==> src/rtl/des_pkg.sv <==
// Shared DES constants: permutation tables, S-boxes, key-schedule shifts, FSM states.
// The forward key schedule table is consumed only when DES_ENCRYPT_MODE_EN is defined.
package des_pkg;

    localparam int BLK_W  = 64;
    localparam int KEY_W  = 56;
    localparam int HALF_W = 32;
    localparam int SUB_W  = 48;

    typedef logic [1:0] state_t;
    localparam state_t S_IDLE  = 2'd0;
    localparam state_t S_ROUND = 2'd1;
    localparam state_t S_DONE  = 2'd2;

    // Tables use DES 1-based bit numbers; DES bit n lives at vector bit W-n.
    localparam int IP_T [64] = '{
        58,50,42,34,26,18,10,2, 60,52,44,36,28,20,12,4,
        62,54,46,38,30,22,14,6, 64,56,48,40,32,24,16,8,
        57,49,41,33,25,17, 9,1, 59,51,43,35,27,19,11,3,
        61,53,45,37,29,21,13,5, 63,55,47,39,31,23,15,7};
    localparam int FP_T [64] = '{
        40,8,48,16,56,24,64,32, 39,7,47,15,55,23,63,31,
        38,6,46,14,54,22,62,30, 37,5,45,13,53,21,61,29,
        36,4,44,12,52,20,60,28, 35,3,43,11,51,19,59,27,
        34,2,42,10,50,18,58,26, 33,1,41, 9,49,17,57,25};
    localparam int E_T [48] = '{
        32, 1, 2, 3, 4, 5,  4, 5, 6, 7, 8, 9,  8, 9,10,11,12,13,
        12,13,14,15,16,17, 16,17,18,19,20,21, 20,21,22,23,24,25,
        24,25,26,27,28,29, 28,29,30,31,32, 1};
    localparam int P_T [32] = '{
        16, 7,20,21,29,12,28,17,  1,15,23,26, 5,18,31,10,
         2, 8,24,14,32,27, 3, 9, 19,13,30, 6,22,11, 4,25};
    localparam int PC1_T [56] = '{
        57,49,41,33,25,17, 9,  1,58,50,42,34,26,18,
        10, 2,59,51,43,35,27, 19,11, 3,60,52,44,36,
        63,55,47,39,31,23,15,  7,62,54,46,38,30,22,
        14, 6,61,53,45,37,29, 21,13, 5,28,20,12, 4};
    localparam int PC2_T [48] = '{
        14,17,11,24, 1, 5,  3,28,15, 6,21,10, 23,19,12, 4,26, 8,
        16, 7,27,20,13, 2, 41,52,31,37,47,55, 30,40,51,45,33,48,
        44,49,39,56,34,53, 46,42,50,36,29,32};

    localparam int SHIFT_DEC [16] = '{0,1,2,2,2,2,2,2,1,2,2,2,2,2,2,1};
    localparam int SHIFT_ENC [16] = '{1,1,2,2,2,2,2,2,1,2,2,2,2,2,2,1};

    localparam int SBOX [8][64] = '{
        '{14,4,13,1,2,15,11,8,3,10,6,12,5,9,0,7, 0,15,7,4,14,2,13,1,10,6,12,11,9,5,3,8,
          4,1,14,8,13,6,2,11,15,12,9,7,3,10,5,0, 15,12,8,2,4,9,1,7,5,11,3,14,10,0,6,13},
        '{15,1,8,14,6,11,3,4,9,7,2,13,12,0,5,10, 3,13,4,7,15,2,8,14,12,0,1,10,6,9,11,5,
          0,14,7,11,10,4,13,1,5,8,12,6,9,3,2,15, 13,8,10,1,3,15,4,2,11,6,7,12,0,5,14,9},
        '{10,0,9,14,6,3,15,5,1,13,12,7,11,4,2,8, 13,7,0,9,3,4,6,10,2,8,5,14,12,11,15,1,
          13,6,4,9,8,15,3,0,11,1,2,12,5,10,14,7, 1,10,13,0,6,9,8,7,4,15,14,3,11,5,2,12},
        '{7,13,14,3,0,6,9,10,1,2,8,5,11,12,4,15, 13,8,11,5,6,15,0,3,4,7,2,12,1,10,14,9,
          10,6,9,0,12,11,7,13,15,1,3,14,5,2,8,4, 3,15,0,6,10,1,13,8,9,4,5,11,12,7,2,14},
        '{2,12,4,1,7,10,11,6,8,5,3,15,13,0,14,9, 14,11,2,12,4,7,13,1,5,0,15,10,3,9,8,6,
          4,2,1,11,10,13,7,8,15,9,12,5,6,3,0,14, 11,8,12,7,1,14,2,13,6,15,0,9,10,4,5,3},
        '{12,1,10,15,9,2,6,8,0,13,3,4,14,7,5,11, 10,15,4,2,7,12,9,5,6,1,13,14,0,11,3,8,
          9,14,15,5,2,8,12,3,7,0,4,10,1,13,11,6, 4,3,2,12,9,5,15,10,11,14,1,7,6,0,8,13},
        '{4,11,2,14,15,0,8,13,3,12,9,7,5,10,6,1, 13,0,11,7,4,9,1,10,14,3,5,12,2,15,8,6,
          1,4,11,13,12,3,7,14,10,15,6,8,0,5,9,2, 6,11,13,8,1,4,10,7,9,5,0,15,14,2,3,12},
        '{13,2,8,4,6,15,11,1,10,9,3,14,5,0,12,7, 1,15,13,8,10,3,7,4,12,5,6,11,0,14,9,2,
          7,11,4,1,9,12,14,2,0,6,10,13,15,3,5,8, 2,1,14,7,4,10,8,13,15,12,9,0,3,5,6,11}};

    function automatic logic [63:0] ip(input logic [63:0] x);
        logic [63:0] o;
        for (int i = 0; i < 64; i++) o[63-i] = x[64-IP_T[i]];
        return o;
    endfunction

    function automatic logic [63:0] fp(input logic [63:0] x);
        logic [63:0] o;
        for (int i = 0; i < 64; i++) o[63-i] = x[64-FP_T[i]];
        return o;
    endfunction

    function automatic logic [47:0] e_exp(input logic [31:0] x);
        logic [47:0] o;
        for (int i = 0; i < 48; i++) o[47-i] = x[32-E_T[i]];
        return o;
    endfunction

    function automatic logic [31:0] p_perm(input logic [31:0] x);
        logic [31:0] o;
        for (int i = 0; i < 32; i++) o[31-i] = x[32-P_T[i]];
        return o;
    endfunction

    function automatic logic [55:0] pc1(input logic [63:0] x);
        logic [55:0] o;
        for (int i = 0; i < 56; i++) o[55-i] = x[64-PC1_T[i]];
        return o;
    endfunction

    function automatic logic [47:0] pc2(input logic [55:0] x);
        logic [47:0] o;
        for (int i = 0; i < 48; i++) o[47-i] = x[56-PC2_T[i]];
        return o;
    endfunction

    // Row from the outer bits, column from the inner four.
    function automatic logic [3:0] sbox(input int j, input logic [5:0] x);
        return 4'(SBOX[j][{x[5], x[0], x[4:1]}]);
    endfunction

    function automatic logic [27:0] rotr(input logic [27:0] x, input int n);
        case (n)
            1:       return {x[0], x[27:1]};
            2:       return {x[1:0], x[27:2]};
            default: return x;
        endcase
    endfunction

    function automatic logic [27:0] rotl(input logic [27:0] x, input int n);
        case (n)
            1:       return {x[26:0], x[27]};
            2:       return {x[25:0], x[27:26]};
            default: return x;
        endcase
    endfunction

endpackage

==> src/rtl/des_round_f.sv <==
// DES round function f(R,K) = P(S1..S8(E(R) ^ K)), purely combinational.
module des_round_f
    import des_pkg::*;
(
    input  logic [HALF_W-1:0] r,
    input  logic [SUB_W-1:0]  k,
    output logic [HALF_W-1:0] f
);
    logic [SUB_W-1:0]  x;
    logic [HALF_W-1:0] s;

    assign x = e_exp(r) ^ k;

    des_s1 u_s1 (.x(x[47:42]), .y(s[31:28]));
    des_s2 u_s2 (.x(x[41:36]), .y(s[27:24]));
    des_s3 u_s3 (.x(x[35:30]), .y(s[23:20]));
    des_s4 u_s4 (.x(x[29:24]), .y(s[19:16]));
    des_s5 u_s5 (.x(x[23:18]), .y(s[15:12]));
    des_s6 u_s6 (.x(x[17:12]), .y(s[11:8]));
    des_s7 u_s7 (.x(x[11:6]),  .y(s[7:4]));
    des_s8 u_s8 (.x(x[5:0]),   .y(s[3:0]));

    assign f = p_perm(s);
endmodule

==> src/rtl/des_sbox.sv <==
// DES substitution boxes S1..S8: 6-bit group in (MSB = first bit), 4-bit value out.
module des_s1 import des_pkg::*; (input logic [5:0] x, output logic [3:0] y);
    assign y = sbox(0, x);
endmodule

module des_s2 import des_pkg::*; (input logic [5:0] x, output logic [3:0] y);
    assign y = sbox(1, x);
endmodule

module des_s3 import des_pkg::*; (input logic [5:0] x, output logic [3:0] y);
    assign y = sbox(2, x);
endmodule

module des_s4 import des_pkg::*; (input logic [5:0] x, output logic [3:0] y);
    assign y = sbox(3, x);
endmodule

module des_s5 import des_pkg::*; (input logic [5:0] x, output logic [3:0] y);
    assign y = sbox(4, x);
endmodule

module des_s6 import des_pkg::*; (input logic [5:0] x, output logic [3:0] y);
    assign y = sbox(5, x);
endmodule

module des_s7 import des_pkg::*; (input logic [5:0] x, output logic [3:0] y);
    assign y = sbox(6, x);
endmodule

module des_s8 import des_pkg::*; (input logic [5:0] x, output logic [3:0] y);
    assign y = sbox(7, x);
endmodule

==> src/rtl/des_decrypt_iter.sv <==
// Iterative DES decryption, one Feistel round per clock; reverse key schedule.
// DES_ENCRYPT_MODE_EN adds an 'encrypt' input selecting the forward schedule.
module des_decrypt_iter
    import des_pkg::*;
#(
    parameter int NUM_ROUNDS = 16
) (
    input  logic             clk,
    input  logic             rst_n,
    input  logic             in_valid,
    output logic             in_ready,
`ifdef DES_ENCRYPT_MODE_EN
    input  logic             encrypt,
`endif
    input  logic [BLK_W-1:0] data_in,
    input  logic [BLK_W-1:0] key_in,
    output logic             out_valid,
    input  logic             out_ready,
    output logic [BLK_W-1:0] data_out,
    output logic             busy
);
    localparam int RW = $clog2(NUM_ROUNDS + 1);

    state_t            state;
    logic [HALF_W-1:0] l, r, fo;
    logic [27:0]       c, d, c_nx, d_nx;
    logic [SUB_W-1:0]  subkey;
    logic [RW-1:0]     rnd;
    logic [3:0]        sidx;

    assign sidx      = 4'(rnd - 1'b1);
    assign in_ready  = rst_n && (state == S_IDLE);
    assign out_valid = (state == S_DONE);
    assign busy      = (state == S_ROUND);

`ifdef DES_ENCRYPT_MODE_EN
    logic enc;
    always_comb begin
        c_nx = rotr(c, SHIFT_DEC[sidx]);
        d_nx = rotr(d, SHIFT_DEC[sidx]);
        if (enc) begin
            c_nx = rotl(c, SHIFT_ENC[sidx]);
            d_nx = rotl(d, SHIFT_ENC[sidx]);
        end
    end
`else
    // Round 1 shifts by zero, so it keys off PC1 directly: K16.
    always_comb begin
        c_nx = rotr(c, SHIFT_DEC[sidx]);
        d_nx = rotr(d, SHIFT_DEC[sidx]);
    end
`endif

    assign subkey = pc2({c_nx, d_nx});

    des_round_f u_f (.r(r), .k(subkey), .f(fo));

    always_ff @(posedge clk or negedge rst_n) begin
        if (!rst_n) begin
            state    <= S_IDLE;
            l        <= '0;
            r        <= '0;
            c        <= '0;
            d        <= '0;
            rnd      <= '0;
            data_out <= '0;
`ifdef DES_ENCRYPT_MODE_EN
            enc      <= 1'b0;
`endif
        end else begin
            case (state)
                S_IDLE: if (in_valid) begin
                    {l, r}   <= ip(data_in);
                    {c, d}   <= pc1(key_in);
                    rnd      <= RW'(1);
                    state    <= S_ROUND;
`ifdef DES_ENCRYPT_MODE_EN
                    enc      <= encrypt;
`endif
                end
                S_ROUND: begin
                    l <= r;
                    r <= l ^ fo;
                    c <= c_nx;
                    d <= d_nx;
                    if (rnd == RW'(NUM_ROUNDS)) begin
                        // Final swap undone: output is FP(R16 || L16).
                        data_out <= fp({l ^ fo, r});
                        state    <= S_DONE;
                    end else begin
                        rnd <= rnd + 1'b1;
                    end
                end
                S_DONE: if (out_ready) state <= S_IDLE;
                default: state <= S_IDLE;
            endcase
        end
    end
endmodule

==> config.mk <==
export PLATFORM = sky130hd
export DESIGN_NAME = des_decrypt_iter
export DESIGN_NICKNAME = d
export VERILOG_FILES = /design/src/rtl/des_pkg.sv /design/src/rtl/des_round_f.sv /design/src/rtl/des_sbox.sv /design/src/rtl/des_decrypt_iter.sv
export SDC_FILE = /design/constraint.sdc
export NUM_CORES = 1
export LEC_CHECK = 0
export ABC_AREA = 1
export BUFFER_PORTS_ARGS = -buffer_cell sky130_fd_sc_hd__buf_2
export CAP_MARGIN = 40
export CORE_MARGIN = 5
export CORE_UTILIZATION = 36
export CTS_BUF_LIST = sky130_fd_sc_hd__clkbuf_8
export DETAILED_ROUTE_END_ITERATION = 12
export GPL_ROUTABILITY_DRIVEN = 0
export PLACE_DENSITY_LB_ADDON = 0.1
export SLEW_MARGIN = 30
export SYNTH_ARGS = -nofsm -noshare
export SYNTH_HDL_FRONTEND = slang
export SYNTH_HIERARCHICAL = 1
export SYNTH_SLANG_ARGS = --single-unit
==> constraint.sdc <==
create_clock -name clk -period 11.5 [get_ports clk]
set_clock_uncertainty 0.2 [all_clocks]
set_input_delay 2.3 -clock clk [delete_from_list [all_inputs] [get_ports clk]]
set_output_delay 2.3 -clock clk [all_outputs]
set_load 0.05 [all_outputs]
# After elaboration in Yosys (flattened, before gate mapping)
# Memories as Yosys holds them, arrays and structs flattened.
# Cells that the tools add are included.
[classes]
add_sub_neg = 2
mul = 0
div = 0
order_cmp = 9
n_eq_ne = 10
n_shift = 0
muxes = 35
bitwise = 11
reduce_logical = 8
[ops]
columns = ["op", "n"]
rows = [
  ["28-bit one-hot mux with 2 select lines", 4],
  ["32-bit 2-to-1 mux", 4],
  ["32-bit one-hot mux with 2 select lines", 2],
  ["4-bit 2-to-1 mux", 16],
  ["7-bit greater-or-equal comparator (second input constant)", 8],
  ["28-bit 2-to-1 mux", 2],
  ["6-bit inverter with 7-bit output", 8],
  ["48-bit XOR", 1],
  ["32-bit by 1-bit equality test with 1-bit output (second input constant)", 1],
  ["32-bit by 2-bit equality test with 1-bit output (second input constant)", 1],
  ["32-bit XOR", 1],
  ["5-bit 2-to-1 mux", 2],
  ["5-bit one-hot mux with 2 select lines", 1],
  ["3-bit AND reduction", 3],
  ["2-bit 2-to-1 mux", 3],
  ["2-bit one-hot mux with 3 select lines", 1],
  ["5-bit by 1-bit adder with 5-bit output (second input constant)", 1],
  ["5-bit equality test (second input constant)", 1],
  ["5-bit greater-or-equal comparator (second input constant)", 1],
  ["4-bit inverter with 5-bit output", 1],
  ["2-bit by 1-bit != test with 1-bit output (second input constant)", 2],
  ["2-bit != test (second input constant)", 2],
  ["2-bit AND reduction", 2],
  ["4-bit by 1-bit subtractor with 4-bit output (second input constant)", 1],
  ["other kinds (6)", 6],
]
[word_totals]
register_bits = 191
latch_bits = 0
ramBits = 0
rom_bits = 16896
memories = 9
[memory_table]
columns = ["memory", "depth", "width", "read_ports", "rd_clocked_by_memory_dff", "wr", "line", "rtl"]
rows = [
  ["(no name shown)", 64, 32, 1, 0, 0, "des_pkg.sv:102", "return 4'(SBOX[j][{x[5], x[0], x[4:1]}]);"],
  ["(no name shown)", 64, 32, 1, 0, 0, "des_pkg.sv:102", ""],
  ["(no name shown)", 64, 32, 1, 0, 0, "des_pkg.sv:102", ""],
  ["(no name shown)", 64, 32, 1, 0, 0, "des_pkg.sv:102", ""],
  ["(no name shown)", 64, 32, 1, 0, 0, "des_pkg.sv:102", ""],
  ["(no name shown)", 64, 32, 1, 0, 0, "des_pkg.sv:102", ""],
  ["3 more memories", "n/a", "n/a", "n/a", "n/a", "n/a", "n/a", ""],
]

# Logic depth before layout (Yosys ltp)
[depth]
ltp_word = 14
ltp_mapped = 33

# Cells and area by module
# Netlist, hierarchy kept.
[by_module_without_submodules]
columns = ["module", "n_inst", "cells_per_inst", "area_each_um2"]
rows = [
  ["des_decrypt_iter", 1, 1521, 10435.0],
  ["des_round_f", 1, 224, 840.8],
  ["des_s2", 1, 122, 640.6],
  ["des_s6", 1, 119, 625.6],
  ["des_s1", 1, 122, 616.8],
  ["des_s8", 1, 113, 599.3],
  ["des_s5", 1, 117, 581.8],
  ["des_s7", 1, 110, 560.5],
  ["des_s3", 1, 106, 530.5],
  ["des_s4", 1, 104, 518.0],
]

# Worst setup path before layout
# No wires, ideal clock.
[synth_path]
path_kind = "input -> output"
start = "in rst_n"
end = "out in_ready"
arrival_ns = 3.446
t_required_ns = 9.000
path_slack_ns = 5.554
cell_stages = 1
n_path_buf = 0
path_cell_list = "nor3b_1"
[synth_between]
elab_chain_cells = 1
[synth_rtl]
columns = ["element", "line", "rtl"]
rows = [
  ["start: declaration", "des_decrypt_iter.sv:9", "input logic rst_n,"],
  ["1-bit logical AND", "des_decrypt_iter.sv:32", "assign in_ready = rst_n && (state == S_IDLE);"],
  ["end: declaration", "des_decrypt_iter.sv:11", "output logic in_ready,"],
]
# No other way between the ends.

# Final worst setup path
# Ends and elaborated chain as after synthesis.

==> results by group <==
STA
  • Final Cycle Share: 49.0%
  • FMAX: approximately 180 MHz
  • Setup tns final: 0 ps
  • Least-Margin Pin Slew: around 840 ps
  • Final hold vios: 0
  • RSZ-0062 raised after global routing: no
  • Setup violations, final: 0
  • Pins Over Slew Limit: 0
  • Max_slew headroom: 44.0%
  • Crit path time final: 5630 ps

Setup path
  • Worst EP arrival: 3130 ps
  • Worst Path Required: 9000 ps
  • R2r setup slk: about 6300 ps
  • Crit Path Class: primary input to primary output
  • Setup crit start kind: primary input
  • Reg-to-reg startpoint: rnd[0]
  • CP Max Fanout: 36
  • Reg2Reg Depth: 29
  • Crit. End Element: primary output
  • RR Endpoint: r[1]

Clocking
  • Post-CTS Hold Buffers: 0
  • TritonCTS clock tree: yes
  • Max clock buf depth: 2
  • Clock sink total: between 150 and 200
  • Clock slew at reported path FFs: 100 ps
  • CTS buffer count: 17
  • Worst skew pair latency: about 540 ps
  • Postcts setup bufs: 0
  • Resized Gates After CTS: 0
  • CTS HTree Levels: 4
  • Root buf cell: clkbuf_8

Die
  • CORE AREA: 44,000 um^2
  • Starting Density: 36.2%
  • Die X: 220 um
  • Row cnt: between 70 and 80
  • I/O pin count: 199
  • Die ar.: ~50,000 um^2
  • Die height: roughly 220 um

Route
  • Via-per-instance ratio: ~5
  • Post-DRT Antenna Nets: 0
  • DRC errors left: 0
  • Avg WL per Cell: between 15 and 20 um
  • Starting DRT DRC Count: between 1,000 and 1,500
  • Final WL: ~54,000 um
  • Vias post-DR: ~16,000
  • Pre-antenna DRT Iters: 5

Synth
  • Synth Warn #: 6
  • Avg Cell Area, Syn: between 6 and 7 um^2
  • Area contributors post-synth: nand2_1 (32%), dfrtp_1 (30%), nand3_1 (9.5%), ha_1 (5.5%), inv_1 (4.7%)
  • Share of the synthesized area in the top cell type: about a third
  • Yosys reg bits: 191
  • Post-Synthesis Cells: roughly 2,700
  • Seq/Total Area, Yosys: between 20% and 30%
  • Netlist cell types: 34
  • Biggest area consumer among synthesized cells: nand2_1
  • Syn Nets: about 2,900
  • Post-synthesis cell area: 15,900 um^2

Worst hold path
  • Worst hold start: data_out[50]
  • Hold Path End: data_out[50]
  • Hold Path Class: flip-flop to flip-flop
  • Worst Hold Path Cells: 2

Global routing
  • Global-route wire length before repair: ~84,000 um
  • Vias in the first global route: between 15,000 and 20,000
  • Initial antenna violation count: 1
  • GR Overflow Total: 0
  • GR Util All Layers: between 20 and 25%
  • Largest net degree at the start of global routing: ~170

Layout
  • Share of cells above drive strength 1: 10.8%
  • Commonest non-fill, non-tap cell in the layout: nand2_1
  • Final Util: between 30 and 40%
  • P&R area growth vs syn: 9.89%
  • NumNets Final: approximately 3,000
  • Most frequent cells in the layout: nand2_1 (1,342), nand3_1 (304), inv_1 (201), dfrtp_1 (190), buf_2 (189)

Flow run
  • Max cap viols: 0

Placed design
  • PortBufs: 190
  • Detailed placement HPWL: slightly below 40,000 um

Outcome
  • Status: finished clean
## worst max-delay path, cell delays in order
cell	delay [ps]
clkbuf_8	320
nor3b_1	220
buf_2	290
## state kept, by name (all words and copies together), names as in the netlist
register	count
r	32
c	28
data_out	64
state	2
rnd	5
d	28
l	32
## synthesized netlist by cell type
cell type	instances
nand4_1	5
nand2_1	1342
inv_2	20
buf_6	17
nor2_1	182
nand2_2	14
o21ai_2	1
o211ai_1	36
buf_2	61
buf_12	1
o211ai_2	1
nor2_2	1
buf_1	6
or2_0	1
a21oi_1	19
xor2_1	32
inv_6	1
nor3b_1	1
buf_4	15
nand3_1	304
nand3_2	9
ha_1	70
o21ai_1	12
or2_2	3
inv_1	199
o31ai_1	1
clkbuf_1	25
clkbuf_8	1
inv_4	2
and3_1	1
o21ai_0	79
nor2_8	1
dfrtp_1	191
nand2_4	4
## routing by layer
metal	global-route usage [%]	vias up	wire length, um
met4	6.45	0	1360
met2	36.3	390	25400
met5	0	-	0
met1	29.8	7617	25100
li1	-	8444	-
met3	2.54	46	1900
## cells by family after synthesis
logic type               count (synthesis)  synth area share (%)
adder cells (fa/ha/maj)                 70                  5.49
AND/OR/NAND/NOR                       1868                  47.4
buffers and inverters                  348                  10.0
XOR/XNOR                                32                  1.76
flip-flops                             191                  30.0
AO/OA/AOI/OAI                          149                  5.33
## worst max-delay path by stage
stage               slack [ps]  endpoint  startpoint
floorplan                 5550  in_ready       rst_n
global placement          5830  in_ready       rst_n
detailed placement        5830  in_ready       rst_n
CTS                       5830  in_ready       rst_n
global route              5790  in_ready       rst_n
finish                    5870  in_ready       rst_n
## final cells by class
type                       count  area (um^2)
timing repair buffer         209         1200
sequential                   191         4780
inverter                     222          843
antenna                        2         5.00
fill                        4845        26500
clock inverter                12         88.8
tap                          592          741
multi-input combinational   2119         9590
clock buffer                  20          275
## stage by stage
stage | hold WS, ps | setup WS, ps | cells | area, um^2
2_1_floorplan | 268 | 5550 | 2658 | 15900
3_3_place_gp | 259 | 5830 | 3326 | 17000
3_5_place_dp | 261 | 5830 | 3329 | 17100
4_1_cts | 288 | 5830 | 3361 | 17400
5_1_grt | 309 | 5790 | 3366 | 17500
6_report | 281 | 5870 | 3367 | 17500
Power is not shown: default switching activity piles up to over one toggle a cycle in this logic, so the estimate is an artifact.
